## src/rtl/aes128_inv_key_expansion.sv

```systemverilog
// Byte-serial AES-128 inverse key schedule: steps from the round-10 key back to the
// cipher key, one round per request, using a single (internal or external) S-box.
module aes128_inv_key_expansion #(
  parameter bit EXTERNAL_SBOX = 1'b0
) (
  input  logic         clk_i,
  input  logic         rst_n_i,
  input  logic [127:0] key_i,
  input  logic         start_i,
  input  logic         key_req_i,
  output logic [127:0] key_o,
  output logic [127:0] key_big_end_o,
  output logic [3:0]   round_o,
  output logic         valid_o,
  output logic [7:0]   sbox_sub_o,
  input  logic [7:0]   sbox_sub_i
);

  typedef enum logic [2:0] {
    ST_WAIT, ST_XOR, ST_ROT, ST_SUB, ST_RCON, ST_DONE
  } state_t;

  state_t            state_reg, state_next;
  logic [3:0][31:0]  w_reg, w_next;
  logic [31:0]       manip_reg, manip_next;
  logic [7:0]        rcon_reg, rcon_next;
  logic [3:0]        round_reg, round_next;
  logic              valid_reg, valid_next;
  logic [1:0]        xor_cnt_reg, xor_cnt_next;
  logic [1:0]        addr_reg, addr_next;
  logic [1:0]        xor_lo;
  logic [127:0]      key_rev;
  logic [7:0]        sub_result;
  logic              unused_sbox_in;

  function automatic logic [7:0] gf_mul(input logic [7:0] a, input logic [7:0] b);
    logic [7:0] p;
    logic [7:0] aa;
    p  = 8'h00;
    aa = a;
    for (int i = 0; i < 8; i++) begin
      if (b[i]) p = p ^ aa;
      aa = {aa[6:0], 1'b0} ^ (aa[7] ? 8'h1b : 8'h00);
    end
    return p;
  endfunction

  // Multiplicative inverse as x^254 (x^2 * x^4 * ... * x^128), then the AES affine map.
  function automatic logic [7:0] sbox_fn(input logic [7:0] x);
    logic [7:0] sq;
    logic [7:0] inv;
    sq  = x;
    inv = 8'h01;
    for (int k = 0; k < 7; k++) begin
      sq  = gf_mul(sq, sq);
      inv = gf_mul(inv, sq);
    end
    return inv ^ {inv[6:0], inv[7]} ^ {inv[5:0], inv[7:6]} ^
           {inv[4:0], inv[7:5]} ^ {inv[3:0], inv[7:4]} ^ 8'h63;
  endfunction

  genvar gi;
  generate
    for (gi = 0; gi < 16; gi++) begin : g_bytes
      assign key_rev[8*gi +: 8]          = key_i[127-8*gi -: 8];
      assign key_big_end_o[127-8*gi -: 8] = key_o[8*gi +: 8];
    end
    if (EXTERNAL_SBOX) begin : g_ext_sbox
      assign sub_result = sbox_sub_i;
    end else begin : g_int_sbox
      assign sub_result = sbox_fn(sbox_sub_o);
    end
  endgenerate

  assign unused_sbox_in = ^sbox_sub_i;
  assign key_o      = w_reg;
  assign round_o    = round_reg;
  assign valid_o    = valid_reg;
  assign xor_lo     = xor_cnt_reg - 2'd1;
  assign sbox_sub_o = (state_reg == ST_SUB) ? manip_reg[{addr_reg, 3'b000} +: 8] : 8'h00;

  always_comb begin
    state_next   = state_reg;
    w_next       = w_reg;
    manip_next   = manip_reg;
    rcon_next    = rcon_reg;
    round_next   = round_reg;
    valid_next   = valid_reg;
    xor_cnt_next = xor_cnt_reg;
    addr_next    = addr_reg;
    // start_i aborts any step in progress and reloads from scratch
    if (start_i) begin
      w_next     = key_rev;
      round_next = 4'd10;
      rcon_next  = 8'h36;
      valid_next = 1'b1;
      state_next = ST_WAIT;
    end else begin
      case (state_reg)
        ST_WAIT: begin
          if (key_req_i && valid_reg && (round_reg != 4'd0)) begin
            valid_next   = 1'b0;
            xor_cnt_next = 2'd3;
            state_next   = ST_XOR;
          end
        end
        ST_XOR: begin
          // Descending order: the lower word is still the unmodified one.
          w_next[xor_cnt_reg] = w_reg[xor_cnt_reg] ^ w_reg[xor_lo];
          xor_cnt_next        = xor_lo;
          if (xor_cnt_reg == 2'd1) state_next = ST_ROT;
        end
        ST_ROT: begin
          manip_next = {w_reg[3][7:0], w_reg[3][31:8]};
          addr_next  = 2'd0;
          state_next = ST_SUB;
        end
        ST_SUB: begin
          manip_next[{addr_reg, 3'b000} +: 8] = sub_result;
          addr_next = addr_reg + 2'd1;
          if (addr_reg == 2'd3) state_next = ST_RCON;
        end
        ST_RCON: begin
          manip_next = manip_reg ^ {24'h000000, rcon_reg};
          state_next = ST_DONE;
        end
        ST_DONE: begin
          w_next[0]  = w_reg[0] ^ manip_reg;
          round_next = round_reg - 4'd1;
          rcon_next  = rcon_reg[0] ? ((rcon_reg >> 1) ^ 8'h8d) : (rcon_reg >> 1);
          valid_next = 1'b1;
          state_next = ST_WAIT;
        end
        default: state_next = ST_WAIT;
      endcase
    end
  end

  always_ff @(posedge clk_i or negedge rst_n_i) begin
    if (!rst_n_i) begin
      state_reg   <= ST_WAIT;
      w_reg       <= '0;
      manip_reg   <= '0;
      rcon_reg    <= '0;
      round_reg   <= '0;
      valid_reg   <= 1'b0;
      xor_cnt_reg <= '0;
      addr_reg    <= '0;
    end else begin
      state_reg   <= state_next;
      w_reg       <= w_next;
      manip_reg   <= manip_next;
      rcon_reg    <= rcon_next;
      round_reg   <= round_next;
      valid_reg   <= valid_next;
      xor_cnt_reg <= xor_cnt_next;
      addr_reg    <= addr_next;
    end
  end

endmodule

```

## config.mk

```make
export PLATFORM = sky130hd
export DESIGN_NAME = aes128_inv_key_expansion
export DESIGN_NICKNAME = d
export VERILOG_FILES = /design/src/rtl/aes128_inv_key_expansion.sv
export SDC_FILE = /design/constraint.sdc
export NUM_CORES = 1
export LEC_CHECK = 0
export CORE_UTILIZATION = 57
export DETAILED_ROUTE_END_ITERATION = 8
export HOLD_SLACK_MARGIN = 0.15
export PLACE_DENSITY_LB_ADDON = 0.1
export SYNTH_ARGS = -nofsm -noshare
export SYNTH_HDL_FRONTEND = slang
export SYNTH_SLANG_ARGS = --single-unit
```

## constraint.sdc

```tcl
create_clock -name clk_i -period 21.9 [get_ports clk_i]
set_clock_uncertainty 0.05 [all_clocks]
set_input_delay 2.19 -clock clk_i [delete_from_list [all_inputs] [get_ports clk_i]]
set_output_delay 2.19 -clock clk_i [all_outputs]
set_load 0.03 [all_outputs]
```

==> metrics.md, run 1 <==
| Metric | Value |
|---|---|
| Top-level I/O count | 409 |
| Max reg flops | 128 |
| R2R setup slack | 2.26 ns |
| List of most frequent post-synthesis cells | xnor2_1 (441), nor2_1 (371), nand2_1 (289), o21ai_0 (245), a21oi_1 (183) |
| Vias in the first global route | 24,900 |
| R2r startpoint | addr_reg[0] |
| Fmax achieved | 50.9 MHz |
| First drt pass iteration count | 8 |
| Longest Clk Path Bufs | 2 |
| Most common cell in the netlist | xnor2_1 |
| PostCTS Resize Cnt | 0 |
| Hold WS | 0.517 ns |
| CTS clk-pin slew, worst paths | 0.07 ns |
| Hold_sp | rcon_reg[2] |
| Top FF cell, synth | dfrtp_1 |
| Drt drc | 0 |
| Chip width | 221 um |
| Setup CP Type | reg -> reg |
| Async S/R FF share, synth | 100% |
| Post-Route Utilization | 67.2% |
| Total wire length | 91,600 um |
| Post-synthesis net count | 3,481 |
| DIE HEIGHT | 221 um |
| Hold Path End | rcon_reg[2] |
| Outcome | finished clean |
| Slew Limit Headroom | 15.1% |
| RR Endpoint | manip_reg[1] |
| Vias | 26,500 |
| CP Data Arrival Time | 19.89 ns |
| Fin crit period | 19.64 ns |
| Layout cells sized above 1 | 9.37% |
| Final hold viol count | 0 |
| Crit-path max cell delay | 0.97 ns |
| RD Place Congestion | 0.936 |
| First-pass GRT wire length | 143,000 um |
| Max Slew Vio Count | 0 |
| Hold Path Depth | 1 |
| I/O Buffers | 400 |
| Most used cell, CP | xnor2_1 |
| Count of hold-fix buffers inserted at cts | 0 |
| Clock Sinks | 180 |
| Post-Syn Area | 27,400 sq um |
| CTS tree | done |
| Latest clock arrival within the worst-skew pair | 0.45 ns |
| CTS H-tree depth | 4 |
| Cell accounting for the most synthesized area | dfrtp_1 |
| Hold Crit Class | reg -> reg |
| Largest cells by area after synthesis | dfrtp_1 (16%), xnor2_1 (14%), mux4_2 (5.9%) |
| Layout fillers | 3,838 |
| Final worst path period share | 89.7% |
| Max FO, Critical Path | 30 |
| Dpl hpwl | 65,700 um |
| Synth unique cells | 97 |
| Synthesized area per cell | 8.25 sq um |
| Post-synthesis sequential area ratio | 16.4% |
| Initial DRC count | 3,489 |
| Die ar. | 48,900 sq um |
| Post-route setup TNS | 0 ns |
| Synth top area share | 16.4% |
| Post-synth EDFFs | 0 |
| Area growth, synth to finish | 15.2% |
| WL per Instance | 22.5 um |
| Final ANT Viol Nets | 0 |
| Grt ovf | 0 |
| Worst Setup End Kind | register |
| Initial Utilization | 58.3% |
| Yosys warns | 0 |
| Worst-Margin Slew | 1.27 ns |
| Synthesized instance count | 3,322 |
| RSZ-0062 raised after global routing | false |
| # rows | 79 |
| FF+latch count, synth | 180 |
| Vias per cell | 6.48 |
| Largest net degree at the start of global routing | 110 |
| Max-Cap Viols | 0 |
| Core outline area | 47,000 sq um |
| Setup bufs post-CTS | 0 |
| Slowest-stage cell, CP | dfrtp_1 |
| Final setup viols | 0 |
| CP Launch Type | register |
| Overall Global Routing Usage | 36.4% |
| Initial antenna violation count | 7 |
| TritonCTS Buffers | 17 |
| Worst Reg-to-Reg Cells | 56 |
| Nets | 3,613 |
| Data required, critical path | 22.15 ns |
| Root buf cell | clkbuf_16 |
## through the flow
stage	cell area, sq um	worst slack (ns)	cells
6_report	31500	2.26	4081
2_1_floorplan	27400	5.64	3322
4_1_cts	31500	2.36	4074
5_1_grt	31500	0.975	4081
3_5_place_dp	30900	2.43	4042
3_3_place_gp	30900	2.75	4042
## routing by layer
layer / vias up / global-route usage [%] / wire length [um]
met5: - / 0 / 0
met4: 0 / 11.2 / 2340
met3: 154 / 5.31 / 8660
met2: 1530 / 58.1 / 42800
met1: 12800 / 51.0 / 37800
li1: 12000 / - / -
## worst max-delay path by stage
stage / from / endpoint / slack, ns / depth (start not counted)
after floorplan: state_reg[2] / manip_reg[0] / 5.64 / 66
after global placement: addr_reg[0] / manip_reg[2] / 2.75 / 56
after detailed placement: addr_reg[0] / manip_reg[1] / 2.43 / 56
after CTS: addr_reg[0] / manip_reg[1] / 2.36 / 56
after global routing: addr_reg[0] / manip_reg[1] / 0.97 / 56
final: addr_reg[0] / manip_reg[1] / 2.26 / 56
## area by class of cell
cell class / instances / area [sq um] / area share, %
Multi-Input combinational cell: 2740 / 20900 / 66.3
Timing Repair Buffer: 475 / 4570 / 14.5
Sequential cell: 180 / 4510 / 14.3
Tap cell: 607 / 759 / 2.41
Clock buffer: 18 / 439 / 1.39
Clock inverter: 14 / 176 / 0.559
Inverter: 40 / 150 / 0.476
Antenna cell: 7 / 17.5 / 0.0555
## cell families after synthesis
| family | synth area share [%] |
|---|---|
| buffers and inverters | 7.60 |
| flip-flops | 16.4 |
| multiplexers | 9.91 |
| XOR/XNOR | 29.7 |
| AO/OA/AOI/OAI | 19.4 |
| AND/OR/NAND/NOR | 16.0 |
| adder cells (fa/ha/maj) | 0.904 |
## cell usage in the layout (no fill, tap or decap), drive strengths merged, types with 8 or more instances in the layout
cell type / synthesis / final
nor3: 76 / 76
mux2i: 92 / 92
and2: 18 / 18
o31ai: 11 / 11
or2: 16 / 16
xor3: 10 / 10
xnor3: 80 / 80
a211oi: 26 / 26
a21oi: 186 / 186
clkdlybuf4s50: 0 / 398
nor2: 374 / 374
nor4: 18 / 18
o211ai: 19 / 19
nor2b: 16 / 16
buf: 200 / 76
and3: 16 / 16
o21a: 8 / 8
nand3: 63 / 63
nand4: 27 / 27
xor2: 129 / 129
o22ai: 60 / 60
a221oi: 13 / 13
dfrtp: 180 / 180
a31oi: 27 / 27
nand2b: 24 / 24
mux4: 72 / 72
o221ai: 15 / 15
mux2: 15 / 15
nand2: 289 / 289
ha: 19 / 19
a21o: 10 / 10
xnor2: 491 / 491
o21ai: 279 / 279
inv: 37 / 40
clkbuf: 162 / 19
a22oi: 114 / 114
or3: 23 / 23
## worst max-delay path, delay by kind of cell (launching register included)
family	cells	cell delay, ns
xor+xnor	27	9.90
compound gates	11	2.42
simple gates	9	2.31
buf+inv	5	1.70
mux	2	1.01
fa+ha+maj	2	1.01
flops	1	0.97
Power of run 1 is not shown: default switching activity piles up to over one toggle a cycle in this logic, so the estimate is an artifact.
==> run 2, diff against run 1 <==
Settings changed: PLACE_DENSITY_LB_ADDON 0.1 to 0.3.
==> metrics.md, run 2 (synthesis results as in run 1) <==
| Metric | Value |
|---|---|
| PostCTS Resize Cnt | 0 (unchanged) |
| Initial DRC count | 3,682 (was 3,489) |
| R2r startpoint | addr_reg[0] (unchanged) |
| First-pass GRT wire length | 144,000 um (was 143,000 um) |
| Initial Utilization | 58.3% (unchanged) |
| Vias | 26,800 (was 26,500) |
| Final ANT Viol Nets | 0 (unchanged) |
| Count of hold-fix buffers inserted at cts | 0 (unchanged) |
| Core outline area | 47,000 sq um (unchanged) |
| WL per Instance | 22.5 um (about the same) |
| R2R setup slack | 2.19 ns (was 2.26 ns) |
| Worst Setup SP | addr_reg[0] (unchanged) |
| TritonCTS Buffers | 17 (unchanged) |
| Dpl hpwl | 65,900 um (was 65,700 um) |
| Overall Global Routing Usage | 36.4% (about the same) |
| DIE HEIGHT | 221 um (unchanged) |
| Final worst path period share | 90.0% (was 89.7%) |
| Fin crit period | 19.71 ns (was 19.64 ns) |
| Crit-path max cell delay | 0.94 ns (was 0.97 ns) |
| Cells after DPL | 4,038 (was 4,042) |
| Die ar. | 48,900 sq um (unchanged) |
| Grt ovf | 0 (unchanged) |
| First drt pass iteration count | 7 (was 8) |
| Worst setup margin | 2.19 ns (was 2.26 ns) |
| Vias per cell | 6.58 (was 6.48) |
| Fmax achieved | 50.7 MHz (was 50.9 MHz) |
| CP Data Arrival Time | 19.95 ns (was 19.89 ns) |
| Post-route setup TNS | 0 ns (unchanged) |
| Place WS | 2.57 ns (was 2.43 ns) |
| CTS tree | done (unchanged) |
| Largest net degree at the start of global routing | 109 (was 110) |
| Data required, critical path | 22.14 ns (was 22.15 ns) |
| Max Slew Vio Count | 0 (unchanged) |
| Non-Filler Instances | 4,072 (was 4,081) |
| Max-Cap Viols | 0 (unchanged) |
| CTS clk-pin slew, worst paths | 0.07 ns (about the same) |
| # rows | 79 (unchanged) |
| Layout cells sized above 1 | 9.15% (was 9.37%) |
| Initial antenna violation count | 2 (was 7) |
| Worst-Margin Slew | 1.16 ns (was 1.27 ns) |
| Final hold viol count | 0 (unchanged) |
| Most used cell, CP | xnor2_1 (unchanged) |
| Max FO, Critical Path | 29 (was 30) |
| Setup CP Type | reg -> reg (unchanged) |
| Hold Crit Class | reg -> reg (unchanged) |
| Final setup viols | 0 (unchanged) |
| Total wire length | 91,800 um (was 91,600 um) |
| Slew Limit Headroom | 22.0% (was 15.1%) |
| Drt drc | 0 (unchanged) |
| CTS H-tree depth | 4 (unchanged) |
| Slowest-stage cell, CP | dfrtp_1 (unchanged) |
| RSZ-0062 raised after global routing | false (unchanged) |
| Hold_sp | rcon_reg[5] (was rcon_reg[2]) |
| Setup bufs post-CTS | 0 (unchanged) |
| Area growth, synth to finish | 14.8% (was 15.2%) |
| Outcome | finished clean (unchanged) |
| Root buf cell | clkbuf_16 (unchanged) |
| I/O Buffers | 400 (unchanged) |
| RD Place Congestion | 0.976 (was 0.936) |
| Max reg flops | 128 (unchanged) |
| Latest clock arrival within the worst-skew pair | 0.45 ns (about the same) |
| Top-level I/O count | 409 (unchanged) |
| Most frequent cells in the layout | xnor2_1 (435), clkdlybuf4s50_1 (398), nor2_1 (370) (unchanged) |
| Worst Setup End Kind | register (unchanged) |
| Clock Sinks | 180 (unchanged) |
| CP Launch Type | register (unchanged) |
| Chip width | 221 um (unchanged) |
| Commonest non-fill, non-tap cell in the layout | xnor2_1 (unchanged) |
| Longest Clk Path Bufs | 2 (unchanged) |
| Nets | 3,609 (was 3,613) |
| Vias in the first global route | 25,400 (was 24,900) |
[run 2: changes by cell type in the layout (fill, tap and decap cells not counted), sizes merged]
cell	change
clkinv	+1
bufinv	-1
buf	-4
inv	-2
clkbuf	+5
diode	-5
clkinvlp	-3
[run 2: through the flow]
| stage | util, % | instance area, sq um | hold slack (ns) |
|---|---|---|---|
| 2_1_floorplan | - | 27400 | 0.453 |
| 3_5_place_dp | 65.7 | 30900 | 0.492 |
| 4_1_cts | 67.0 | 31400 | 0.508 |
| 5_1_grt | 67.0 | 31500 | 0.542 |
| 6_report | 67.0 | 31500 | 0.508 |
| 3_3_place_gp | 65.7 | 30900 | 0.480 |
[run 2: area by class of cell]
cell class	instances	area, sq um
Antenna cell	2	5.00
Clock buffer	23	478
Clock inverter	9	101
Fill cell	3840	15500
Inverter	40	150
Multi-Input combinational cell	2740	20900
Sequential cell	180	4510
Tap cell	607	759
Timing Repair Buffer	471	4540
[run 2: worst paths after layout]
kind,end,cells after the start
hold / removal,rcon_reg[5],2
setup reg to reg,manip_reg[2],56
max in group asynchronous,key_big_end_o[124],2
min in group asynchronous,round_o[2],1
setup / recovery,manip_reg[2],56
hold reg to reg,rcon_reg[5],2
[run 2: worst max-delay path: cells and delay by family (launching register included)]
kind,cells,cell delay [ns]
flops,1,0.94
simple gates,9,2.45
xor+xnor,27,9.74
buf+inv,5,1.71
compound gates,11,2.52
mux,2,1.01
fa+ha+maj,2,1.04
[run 2: metal layers]
layer | part of all wire [%] | GRT usage, %
met1 | 40 | 49.2
met4 | 3.4 | 13.4
met3 | 10 | 6.90
met5 | 0 | 0
met2 | 46 | 58.0
Power of run 2 is left out for the same reason.
